===== src/rtl/bounce_multi_if.sv =====
// -----------------------------------------------------------------------------
// bounce_multi_if
// Plot-stream and control bundle of the multi-box bouncer.
//   iColour  : 3*N_BOX  per-box colour, box k uses iColour[3k+2:3k]
//   iPause   : 1        hold pending moves, start no new pass
//   oX       : 8        pixel x
//   oY       : 7        pixel y
//   oColour  : 3        pixel colour (0 while erasing)
//   oPlot    : 1        pixel write strobe
//   oBusy    : 1        high whenever the animator is not idle in WAIT
// The master modport is the animator; the slave modport is its consumer.
// -----------------------------------------------------------------------------
interface bounce_multi_if #(
    parameter int N_BOX = 2
);
    logic [3*N_BOX-1:0] iColour;
    logic               iPause;
    logic [7:0]         oX;
    logic [6:0]         oY;
    logic [2:0]         oColour;
    logic               oPlot;
    logic               oBusy;

    modport master (
        input  iColour,
        input  iPause,
        output oX,
        output oY,
        output oColour,
        output oPlot,
        output oBusy
    );

    modport slave (
        output iColour,
        output iPause,
        input  oX,
        input  oY,
        input  oColour,
        input  oPlot,
        input  oBusy
    );
endinterface


===== src/rtl/bounce_multi.sv =====
// -----------------------------------------------------------------------------
// bounce_multi
// Animates N_BOX independently bouncing solid rectangles on a small VGA pixel
// buffer. Each move tick erases every box, moves all boxes by STEP with wall
// reflection and redraws them, producing one pixel write per clock.
//
// Ports:
//   clk     : clock
//   resetn  : synchronous, active-low reset
//   bus     : bounce_multi_if.master (iColour, iPause in; oX, oY, oColour,
//             oPlot, oBusy out; all outputs registered)
//
// Optional build macro:
//   BOUNCE_MULTI_TRAIL_EN : skip the erase pass so boxes leave trails.
// -----------------------------------------------------------------------------
module bounce_multi #(
    parameter int X_SCREENSIZE      = 160,
    parameter int Y_SCREENSIZE      = 120,
    parameter int CLOCKS_PER_SECOND = 5000,
    parameter int MOVES_PER_SECOND  = 4,
    parameter int N_BOX             = 2,
    parameter int X_BOXSIZE         = 4,
    parameter int Y_BOXSIZE         = 4,
    parameter int STEP              = 1
) (
    input  logic           clk,
    input  logic           resetn,
    bounce_multi_if.master bus
);
    localparam int TICK_PERIOD = CLOCKS_PER_SECOND / MOVES_PER_SECOND;
    localparam int TICK_W      = (TICK_PERIOD > 1) ? $clog2(TICK_PERIOD) : 1;
    localparam int BOX_W       = (N_BOX > 1) ? $clog2(N_BOX) : 1;
    localparam int unsigned CW = 3;

    localparam logic [TICK_W-1:0] TICK_RELOAD = TICK_W'(TICK_PERIOD - 1);
    localparam logic [TICK_W-1:0] TICK_ZERO   = TICK_W'(0);
    localparam logic [TICK_W-1:0] TICK_ONE    = TICK_W'(1);
    localparam logic [3:0]        SX_LAST     = 4'(X_BOXSIZE - 1);
    localparam logic [3:0]        SY_LAST     = 4'(Y_BOXSIZE - 1);
    localparam logic [BOX_W-1:0]  BOX_LAST    = BOX_W'(N_BOX - 1);
    localparam logic [BOX_W-1:0]  BOX_ZERO    = BOX_W'(0);
    localparam logic [BOX_W-1:0]  BOX_ONE     = BOX_W'(1);
    localparam logic [7:0]        X_MAX       = 8'(X_SCREENSIZE - X_BOXSIZE);
    localparam logic [7:0]        Y_MAX       = 8'(Y_SCREENSIZE - Y_BOXSIZE);
    localparam logic [8:0]        STEP9       = 9'(STEP);

    typedef enum logic [2:0] {
        ST_INIT   = 3'd0,
        ST_DRAW   = 3'd1,
        ST_WAIT   = 3'd2,
        ST_ERASE  = 3'd3,
        ST_UPDATE = 3'd4
    } state_t;

    // One axis of the position update. dir_neg=1 means moving left/up.
    // Returns {new_dir_neg, new_pos}; 9-bit arithmetic keeps pos+STEP from
    // wrapping and lets pos<STEP be detected before subtracting.
    function automatic logic [8:0] axis_next(input logic [7:0] pos,
                                             input logic       dir_neg,
                                             input logic [7:0] lim);
        logic [8:0] pos9;
        logic [8:0] sum9;
        logic [8:0] dif9;
        logic [8:0] res;
        pos9 = {1'b0, pos};
        sum9 = pos9 + STEP9;
        dif9 = pos9 - STEP9;
        if (!dir_neg) begin
            if (sum9 >= {1'b0, lim}) begin
                res = {1'b1, lim};
            end else begin
                res = {1'b0, sum9[7:0]};
            end
        end else begin
            if ((pos9 < STEP9) || (dif9 == 9'd0)) begin
                res = {1'b0, 8'd0};
            end else begin
                res = {1'b1, dif9[7:0]};
            end
        end
        return res;
    endfunction

    state_t             state_r;
    state_t             state_nxt_s;
    logic [BOX_W-1:0]   b_r;
    logic [BOX_W-1:0]   b_nxt_s;
    logic [3:0]         sx_r;
    logic [3:0]         sx_nxt_s;
    logic [3:0]         sy_r;
    logic [3:0]         sy_nxt_s;
    logic [TICK_W-1:0]  tick_cnt_r;
    logic               tick_s;
    logic               pending_r;
    logic               go_s;
    logic               start_pass_s;
    logic               do_update_s;
    logic               last_px_s;
    logic               last_box_s;
    logic               first_px_s;
    logic [7:0]         pos_x_r [N_BOX];
    logic [6:0]         pos_y_r [N_BOX];
    logic               dir_x_r [N_BOX];
    logic               dir_y_r [N_BOX];
    logic [8:0]         upd_x_s [N_BOX];
    logic [8:0]         upd_y_s [N_BOX];
    logic [7:0]         cur_x_s;
    logic [6:0]         cur_y_s;
    logic [2:0]         col_s;
    logic [2:0]         col_r;
    logic [7:0]         ox_r;
    logic [6:0]         oy_r;
    logic [2:0]         ocolour_r;
    logic               oplot_r;
    logic               obusy_r;

    assign tick_s     = (tick_cnt_r == TICK_ZERO);
    assign go_s       = (pending_r | tick_s) & ~bus.iPause;
    assign last_px_s  = (sx_r == SX_LAST) && (sy_r == SY_LAST);
    assign last_box_s = (b_r == BOX_LAST);
    assign first_px_s = (sx_r == 4'd0) && (sy_r == 4'd0);
    assign cur_x_s    = pos_x_r[b_r] + {4'd0, sx_r};
    assign cur_y_s    = pos_y_r[b_r] + {3'd0, sy_r};

    // Free-running move tick divider, independent of the FSM and pause
    always_ff @(posedge clk) begin
        if (!resetn) begin
            tick_cnt_r <= TICK_RELOAD;
        end else if (tick_s) begin
            tick_cnt_r <= TICK_RELOAD;
        end else begin
            tick_cnt_r <= tick_cnt_r - TICK_ONE;
        end
    end

    // Candidate next position/direction of every box (applied in UPDATE)
    always_comb begin
        for (int k = 0; k < N_BOX; k++) begin
            upd_x_s[k] = axis_next(pos_x_r[k], dir_x_r[k], X_MAX);
            upd_y_s[k] = axis_next({1'b0, pos_y_r[k]}, dir_y_r[k], Y_MAX);
        end
    end

    // Pixel colour: latched from iColour on the first pixel of each drawn box
    always_comb begin
        col_s = 3'd0;
        if (state_r == ST_DRAW) begin
            if (first_px_s) begin
                col_s = bus.iColour[CW*b_r +: CW];
            end else begin
                col_s = col_r;
            end
        end else begin
            col_s = 3'd0;
        end
    end

    // FSM next state and raster-scan counter advance
    always_comb begin
        state_nxt_s  = state_r;
        b_nxt_s      = b_r;
        sx_nxt_s     = sx_r;
        sy_nxt_s     = sy_r;
        start_pass_s = 1'b0;
        do_update_s  = 1'b0;
        case (state_r)
            ST_INIT: begin
                state_nxt_s = ST_DRAW;
                b_nxt_s     = BOX_ZERO;
                sx_nxt_s    = 4'd0;
                sy_nxt_s    = 4'd0;
            end
            ST_DRAW, ST_ERASE: begin
                if (last_px_s) begin
                    sx_nxt_s = 4'd0;
                    sy_nxt_s = 4'd0;
                    if (last_box_s) begin
                        b_nxt_s     = BOX_ZERO;
                        state_nxt_s = (state_r == ST_DRAW) ? ST_WAIT : ST_UPDATE;
                    end else begin
                        b_nxt_s     = b_r + BOX_ONE;
                    end
                end else if (sx_r == SX_LAST) begin
                    sx_nxt_s = 4'd0;
                    sy_nxt_s = sy_r + 4'd1;
                end else begin
                    sx_nxt_s = sx_r + 4'd1;
                end
            end
            ST_WAIT: begin
                if (go_s) begin
                    start_pass_s = 1'b1;
                    b_nxt_s      = BOX_ZERO;
                    sx_nxt_s     = 4'd0;
                    sy_nxt_s     = 4'd0;
`ifdef BOUNCE_MULTI_TRAIL_EN
                    state_nxt_s  = ST_UPDATE;
`else
                    state_nxt_s  = ST_ERASE;
`endif
                end else begin
                    state_nxt_s  = ST_WAIT;
                end
            end
            ST_UPDATE: begin
                do_update_s = 1'b1;
                state_nxt_s = ST_DRAW;
                b_nxt_s     = BOX_ZERO;
                sx_nxt_s    = 4'd0;
                sy_nxt_s    = 4'd0;
            end
            default: begin
                state_nxt_s = ST_INIT;
            end
        endcase
    end

    // FSM state, scan counters, pending move flag and box positions
    always_ff @(posedge clk) begin
        if (!resetn) begin
            state_r   <= ST_INIT;
            b_r       <= BOX_ZERO;
            sx_r      <= 4'd0;
            sy_r      <= 4'd0;
            pending_r <= 1'b0;
            col_r     <= 3'd0;
            for (int k = 0; k < N_BOX; k++) begin
                pos_x_r[k] <= 8'(16 * k);
                pos_y_r[k] <= 7'(8 * k);
                dir_x_r[k] <= ((k % 2) == 1);
                dir_y_r[k] <= 1'b0;
            end
        end else begin
            state_r <= state_nxt_s;
            b_r     <= b_nxt_s;
            sx_r    <= sx_nxt_s;
            sy_r    <= sy_nxt_s;
            col_r   <= col_s;
            // A tick landing while a move is already queued is dropped
            if (start_pass_s) begin
                pending_r <= 1'b0;
            end else if (tick_s) begin
                pending_r <= 1'b1;
            end else begin
                pending_r <= pending_r;
            end
            if (do_update_s) begin
                for (int k = 0; k < N_BOX; k++) begin
                    pos_x_r[k] <= upd_x_s[k][7:0];
                    dir_x_r[k] <= upd_x_s[k][8];
                    pos_y_r[k] <= upd_y_s[k][6:0];
                    dir_y_r[k] <= upd_y_s[k][8];
                end
            end else begin
                for (int k = 0; k < N_BOX; k++) begin
                    pos_x_r[k] <= pos_x_r[k];
                    dir_x_r[k] <= dir_x_r[k];
                    pos_y_r[k] <= pos_y_r[k];
                    dir_y_r[k] <= dir_y_r[k];
                end
            end
        end
    end

    // Output stage: pixel registered one cycle behind the scan counters
    always_ff @(posedge clk) begin
        if (!resetn) begin
            ox_r      <= 8'd0;
            oy_r      <= 7'd0;
            ocolour_r <= 3'd0;
            oplot_r   <= 1'b0;
            obusy_r   <= 1'b1;
        end else begin
            ox_r      <= cur_x_s;
            oy_r      <= cur_y_s;
            ocolour_r <= col_s;
            oplot_r   <= (state_r == ST_DRAW) || (state_r == ST_ERASE);
            obusy_r   <= (state_r != ST_WAIT);
        end
    end

    assign bus.oX      = ox_r;
    assign bus.oY      = oy_r;
    assign bus.oColour = ocolour_r;
    assign bus.oPlot   = oplot_r;
    assign bus.oBusy   = obusy_r;
endmodule


===== src/flat_wrapper.sv =====
// flat-port wrapper written by rule: the top's interface ports become plain ports
module bounce_multi_flat 
#(
    parameter int X_SCREENSIZE      = 160,
    parameter int Y_SCREENSIZE      = 120,
    parameter int CLOCKS_PER_SECOND = 5000,
    parameter int MOVES_PER_SECOND  = 4,
    parameter int N_BOX             = 2,
    parameter int X_BOXSIZE         = 4,
    parameter int Y_BOXSIZE         = 4,
    parameter int STEP              = 1
)
  (clk, resetn, bus_iColour, bus_iPause, bus_oX, bus_oY, bus_oColour, bus_oPlot, bus_oBusy);
  bounce_multi_if #(.N_BOX(N_BOX)) bus_i ();
  input  logic clk;
  input  logic resetn;
  input wire logic [$bits(bus_i.iColour)-1:0] bus_iColour;
  input wire logic [$bits(bus_i.iPause)-1:0] bus_iPause;
  output wire logic [$bits(bus_i.oX)-1:0] bus_oX;
  output wire logic [$bits(bus_i.oY)-1:0] bus_oY;
  output wire logic [$bits(bus_i.oColour)-1:0] bus_oColour;
  output wire logic [$bits(bus_i.oPlot)-1:0] bus_oPlot;
  output wire logic [$bits(bus_i.oBusy)-1:0] bus_oBusy;
  assign bus_i.iColour = bus_iColour;
  assign bus_i.iPause = bus_iPause;
  assign bus_oX = bus_i.oX;
  assign bus_oY = bus_i.oY;
  assign bus_oColour = bus_i.oColour;
  assign bus_oPlot = bus_i.oPlot;
  assign bus_oBusy = bus_i.oBusy;
  bounce_multi #(.X_SCREENSIZE(X_SCREENSIZE), .Y_SCREENSIZE(Y_SCREENSIZE), .CLOCKS_PER_SECOND(CLOCKS_PER_SECOND), .MOVES_PER_SECOND(MOVES_PER_SECOND), .N_BOX(N_BOX), .X_BOXSIZE(X_BOXSIZE), .Y_BOXSIZE(Y_BOXSIZE), .STEP(STEP)) u_core (.clk(clk), .resetn(resetn), .bus(bus_i));
endmodule

===== config.mk =====
export PLATFORM = sky130hd
export DESIGN_NAME = bounce_multi_flat
export DESIGN_NICKNAME = d
export VERILOG_FILES = /design/src/rtl/bounce_multi_if.sv /design/src/rtl/bounce_multi.sv /design/src/flat_wrapper.sv
export SDC_FILE = /design/constraint.sdc
export NUM_CORES = 1
export LEC_CHECK = 0
export CAP_MARGIN = 25
export CORE_MARGIN = 10
export CORE_UTILIZATION = 45
export CTS_BUF_LIST = sky130_fd_sc_hd__clkbuf_4
export DETAILED_ROUTE_END_ITERATION = 12
export DONT_BUFFER_PORTS = 1
export GPL_TIMING_DRIVEN = 0
export HOLD_SLACK_MARGIN = 0.08
export SLEW_MARGIN = 20
export SYNTH_ARGS = -nofsm -noshare
export SYNTH_HDL_FRONTEND = slang
export SYNTH_SLANG_ARGS = --single-unit

===== constraint.sdc =====
create_clock -name clk -period 8.2 [get_ports clk]
set_input_delay 0.82 -clock clk [delete_from_list [all_inputs] [get_ports clk]]
set_output_delay 0.82 -clock clk [all_outputs]
set_load 0.1 [all_outputs]

# After elaboration in Yosys (flattened, before gate mapping)
# Memories as Yosys holds them, arrays and structs flattened. A register that Yosys moved wholly into a read port is not among the register bits.
# Index checks and enable logic that the tools add are counted.
# totals
regBits	44
mem_bits_rw	34
in_bits	9
output_inout_bits	20
memories	4
# memory_table
memory	words	width	rd	rd_clocked_by_memory_dff	write_ports	line_no	source
u_core.pos_x_r	2	8	3	1	2	bounce_multi.sv:101	logic [7:0] pos_x_r [N_BOX];
u_core.pos_y_r	2	7	3	1	2	bounce_multi.sv:102	logic [6:0] pos_y_r [N_BOX];
u_core.dir_x_r	2	1	2	0	2	bounce_multi.sv:103	logic dir_x_r [N_BOX];
u_core.dir_y_r	2	1	2	0	2	bounce_multi.sv:104	logic dir_y_r [N_BOX];
# op_classes
add_sub_neg	14
n_mul	1
n_lt_le_gt_ge	8
eq_ne	11
shift	1
mux	58
bitwise	20
n_reduce_logical	25
# op_table
op	n
$mux W9	12
$logic_not A9 Y1	4
$mux W8	4
$mux W7	4
$mux W1	26
$pmux W4 S3	2
$mux W4	5
$add A8 B1 Y9 const B	2
$ge A9 B7 Y1 const B	2
$ge A9 B8 Y1 const B	2
$sub A8 B1 Y9 const B	2
$or A1 B1 Y1	17
$add A7 B1 Y8 const B	2
$lt A8 B1 Y1 const B	2
$sub A7 B1 Y8 const B	2
$lt A7 B1 Y1 const B	2
$logic_not A11 Y1	1
$sub A11 B1 Y11 const B	1
$mux W3	3
$pmux W3 S3	1
$add A4 B1 Y4 const B	2
$add A8 B4 Y8	1
$eq A4 B2 Y1 const B	2
$logic_not A4 Y1	2
other kinds (20)	35

# Depth between registers and ports, before layout
# An unclocked memory read counts as a cell.
# depth
ltp_word	8
depth_mapped	14
depth_no_buf	11

# Least setup slack after synthesis
# Ideal clock, no wire load.
# synth_timing
path_type	register -> register
start	register u_core.state_r[2]
end	memory u_core.dir_x_r[0][0], enable pin
setup_time_ns	0.477
arrival_time_ns	3.083
required_ns	7.723
path_slack_ns	4.641
path_stages_with_launch	3
path_buffers	0
period_less_slack_ns	3.559
path_cell_list	dfxtp_1 > inv_2 > o31ai_1
# synth_rtl
element	line_no	source
start: declaration	bounce_multi.sv:84	state_t state_r;
start signal: assignment	bounce_multi.sv:234	state_r <= state_nxt_s;
end: declaration	bounce_multi.sv:103	

==> metrics <==
DP HPWL 10.2 mm; total wire length 13.6 mm; relative slew slack 33.1%; Logic pwr share 13.8%; Fin Clk Skew 0.0213 ns; FMAX 308 MHz; Leak 2.11 nW; Synthesized Nets 681; DR WL met2 6.64 mm; cts hold-fix bufs 0; fin util 49.2%; DR vias/cell 5.74; DR top layer met4; Die Height 131 um; nets@finish 694; count of cell types in the netlist 87; most common cell after layout, fill and taps aside nor2_1; n_diodes 0; via count 4764; DR DRC count 0; Seq pwr share 58.0%; clk root buf clkbuf_4; unrepaired setup endpoints after global routing false; sequential share of the synthesized area 34.7%; H-tree Lvls 3; Slew Viols, Final 0; first-pass GRT wire length 22.5 mm; Hold Path Stages 2; Avg Inst Size Synth 8.61 um2; Final Cycle Share 39.6%; WL met1 6.24 mm; Post-synth ARST share 0%; Synth warnings 0; FF+latch area 1920 um2; die area 17200 um2; Post-Syn Instances 644; clock sink count 79; vias in the first global route 4521; measured slew at the worst slew-check pin 1.00 ns; minimum clock period 3.25 ns; PwrDens 144 nW/um2; Setup CP Type reg -> reg; Sw Ratio 32.6%; Top Ports 29; max-cap check violation count 0; initial antenna violation count 0; final setup TNS 0 ns; cell taking the most area after synthesis edfxtp_1; CTS tree done; FF-to-FF path depth 12; status finished, final reports clean; NetSw 0.279 mW; Post-synth EDFFs 34; multi-input logic area 3350 um2; Setup Buffers After CTS 0; Final Wtd Congestion 0.918; Clock Power Share 28.2%; worst hold path class in -> reg; wire per inst 16.3 um; met3 wire length 389 um; maximum root-to-sink buffer count 2; Area growth syn-to-layout 7.00%; CTS buffer count 9; worst-path fanout max 10; final hold vios 0; Worst Setup End Kind flip-flop; Req. time, crit path 8.55 ns; fill count 1185; router iterations before antenna repair 7; num rows 40; cells resized by post-CTS repair 0; Worst-path clk slew 0.13 ns; Final ANT Viol Nets 0; largest net degree at the start of global routing 14; largest cells by area after synthesis edfxtp_1 (18%), dfxtp_1 (16%), ha_1 (5.9%), nor2_1 (4.9%), nand2_1 (4.2%); Peak VDD IR 91.9 uV; hold_ws 0.506 ns; total congestion overflow 0; GRT Resource Usage Total 16.5%; Startpoint Class flip-flop; commonest cells after routing, fill and taps aside nor2_1 (72), nand2_1 (62), dfxtp_1 (45), edfxtp_1 (34), o21ai_0 (30); Clock Latency Late Sink 0.47 ns; Core Region 12100 um2; DIE WIDTH 131 um; layout cell share with drive strength beyond 1 10.1%; Pint 0.576 mW; Initial Util 46.0%; Synth top area share 18.4%; Mapped Area 5540 um2; Final Setup Violations 0; most used flip-flop cell after synthesis dfxtp_1; initial DRC count 377; FF+latch count, synth 79; CP arrival 3.60 ns; Buffers on Ports 0
==> stage by stage <==
stage / cell area [um2] / total power, mW / instances / worst slack (ns)
after floorplan: 5540 / 0.590 / 644 / 4.64
after global placement: 5750 / 0.618 / 812 / 2.66
after detailed placement: 5790 / 0.622 / 814 / 5.02
after CTS: 5930 / 0.864 / 830 / 4.97
after global routing: 5930 / 0.898 / 830 / 4.65
final: 5930 / 0.855 / 830 / 4.95
==> synthesized netlist by cell type (7+ instances only) <==
library cell and number:
ha_1 26, xnor2_1 20, nor2_1 72, xor2_1 12, a21oi_1 17, nor4_1 7
edfxtp_1 34, nor3_1 20, nand2_1 62, o21a_1 7, buf_2 9, o21ai_0 30
dfxtp_1 45, nor2b_1 9, a21o_1 8, nand2b_1 14, mux2i_1 12, and2_1 13
clkbuf_1 21, nand3_1 23, inv_1 28, a31oi_1 16
==> area by class of cell <==
class	count	share of cell area, %
clock inverters	4	0.802
well taps	168	3.54
inverters	29	1.84
multi-input cells	498	56.4
flip-flops and latches	79	32.4
clock buffers	12	1.52
repair buffers	2	0.443
plain buffers	38	3.04
==> power by group through the flow <==
| stage | clock, mW | combinational, mW | sequential, mW |
|---|---|---|---|
| CTS | 0.249 | 0.118 | 0.496 |
| detailed placement | 0 | 0.117 | 0.505 |
| global route | 0.267 | 0.132 | 0.499 |
| global placement | 0 | 0.113 | 0.506 |
| finish | 0.241 | 0.118 | 0.496 |
| floorplan | 0 | 0.0904 | 0.500 |
==> state kept, by name, summed over array words and instances, names as in the netlist, named ones only <==
name               cells
u_core.b_r             1
u_core.bus.oBusy       1
u_core.bus.oPlot       1
u_core.bus.oX          8
u_core.bus.oY          7
u_core.col_r           3
u_core.dir_x_r         2
u_core.dir_y_r         2
u_core.pending_r       1
u_core.pos_x_r        16
u_core.pos_y_r        14
u_core.state_r         3
u_core.sx_r            4
u_core.sy_r            4
u_core.tick_cnt_r     11
==> path summary, 6_finish.rpt <==
check / start / end / slack, ns
setup reg to reg: flip-flop / u_core.bus.oX[7]$_SDFF_PN0_ / 4.95
hold reg to reg: u_core.tick_cnt_r[0]$_SDFF_PP1_ / u_core.tick_cnt_r[0]$_SDFF_PP1_ / 0.52
setup / recovery: flip-flop / u_core.bus.oX[7]$_SDFF_PN0_ / 4.95
hold / removal: bus_iPause / u_core.pending_r$_SDFFE_PP0P_ / 0.51
==> cells by family (layout without fill, tap and decap cells) <==
group,after synthesis,in the layout,share of synthesized area (%)
AOI/OAI and AO/OA,151,151,20.0
xor gates and xnor gates,32,32,5.06
adders and majority gates,28,28,6.59
buffers and inverters,67,85,5.21
DFF,79,79,34.7
muxes,15,15,2.78
and+or+nand+nor,272,272,25.7
==> metal layers <==
| layer | track usage (%) | vias up |
|---|---|---|
| met5 | 0 | - |
| met4 | 6.67 | 0 |
| met3 | 2.98 | 22 |
| met2 | 27.8 | 85 |
| met1 | 20.3 | 2289 |
| li1 | - | 2368 |
==> critical path, cell delays in order, from the launching register on <==
cell and delay, ns:
dfxtp_1 0.33, clkbuf_1 0.35, buf_1 0.55, clkbuf_1 0.40, o21a_1 0.23, inv_1 0.05, ha_1 0.27, a21o_1 0.18
a21o_1 0.20, a21oi_1 0.24, nor3_1 0.10, xor2_1 0.17, nor2_1 0.05
(Power assumes the default switching activity.)
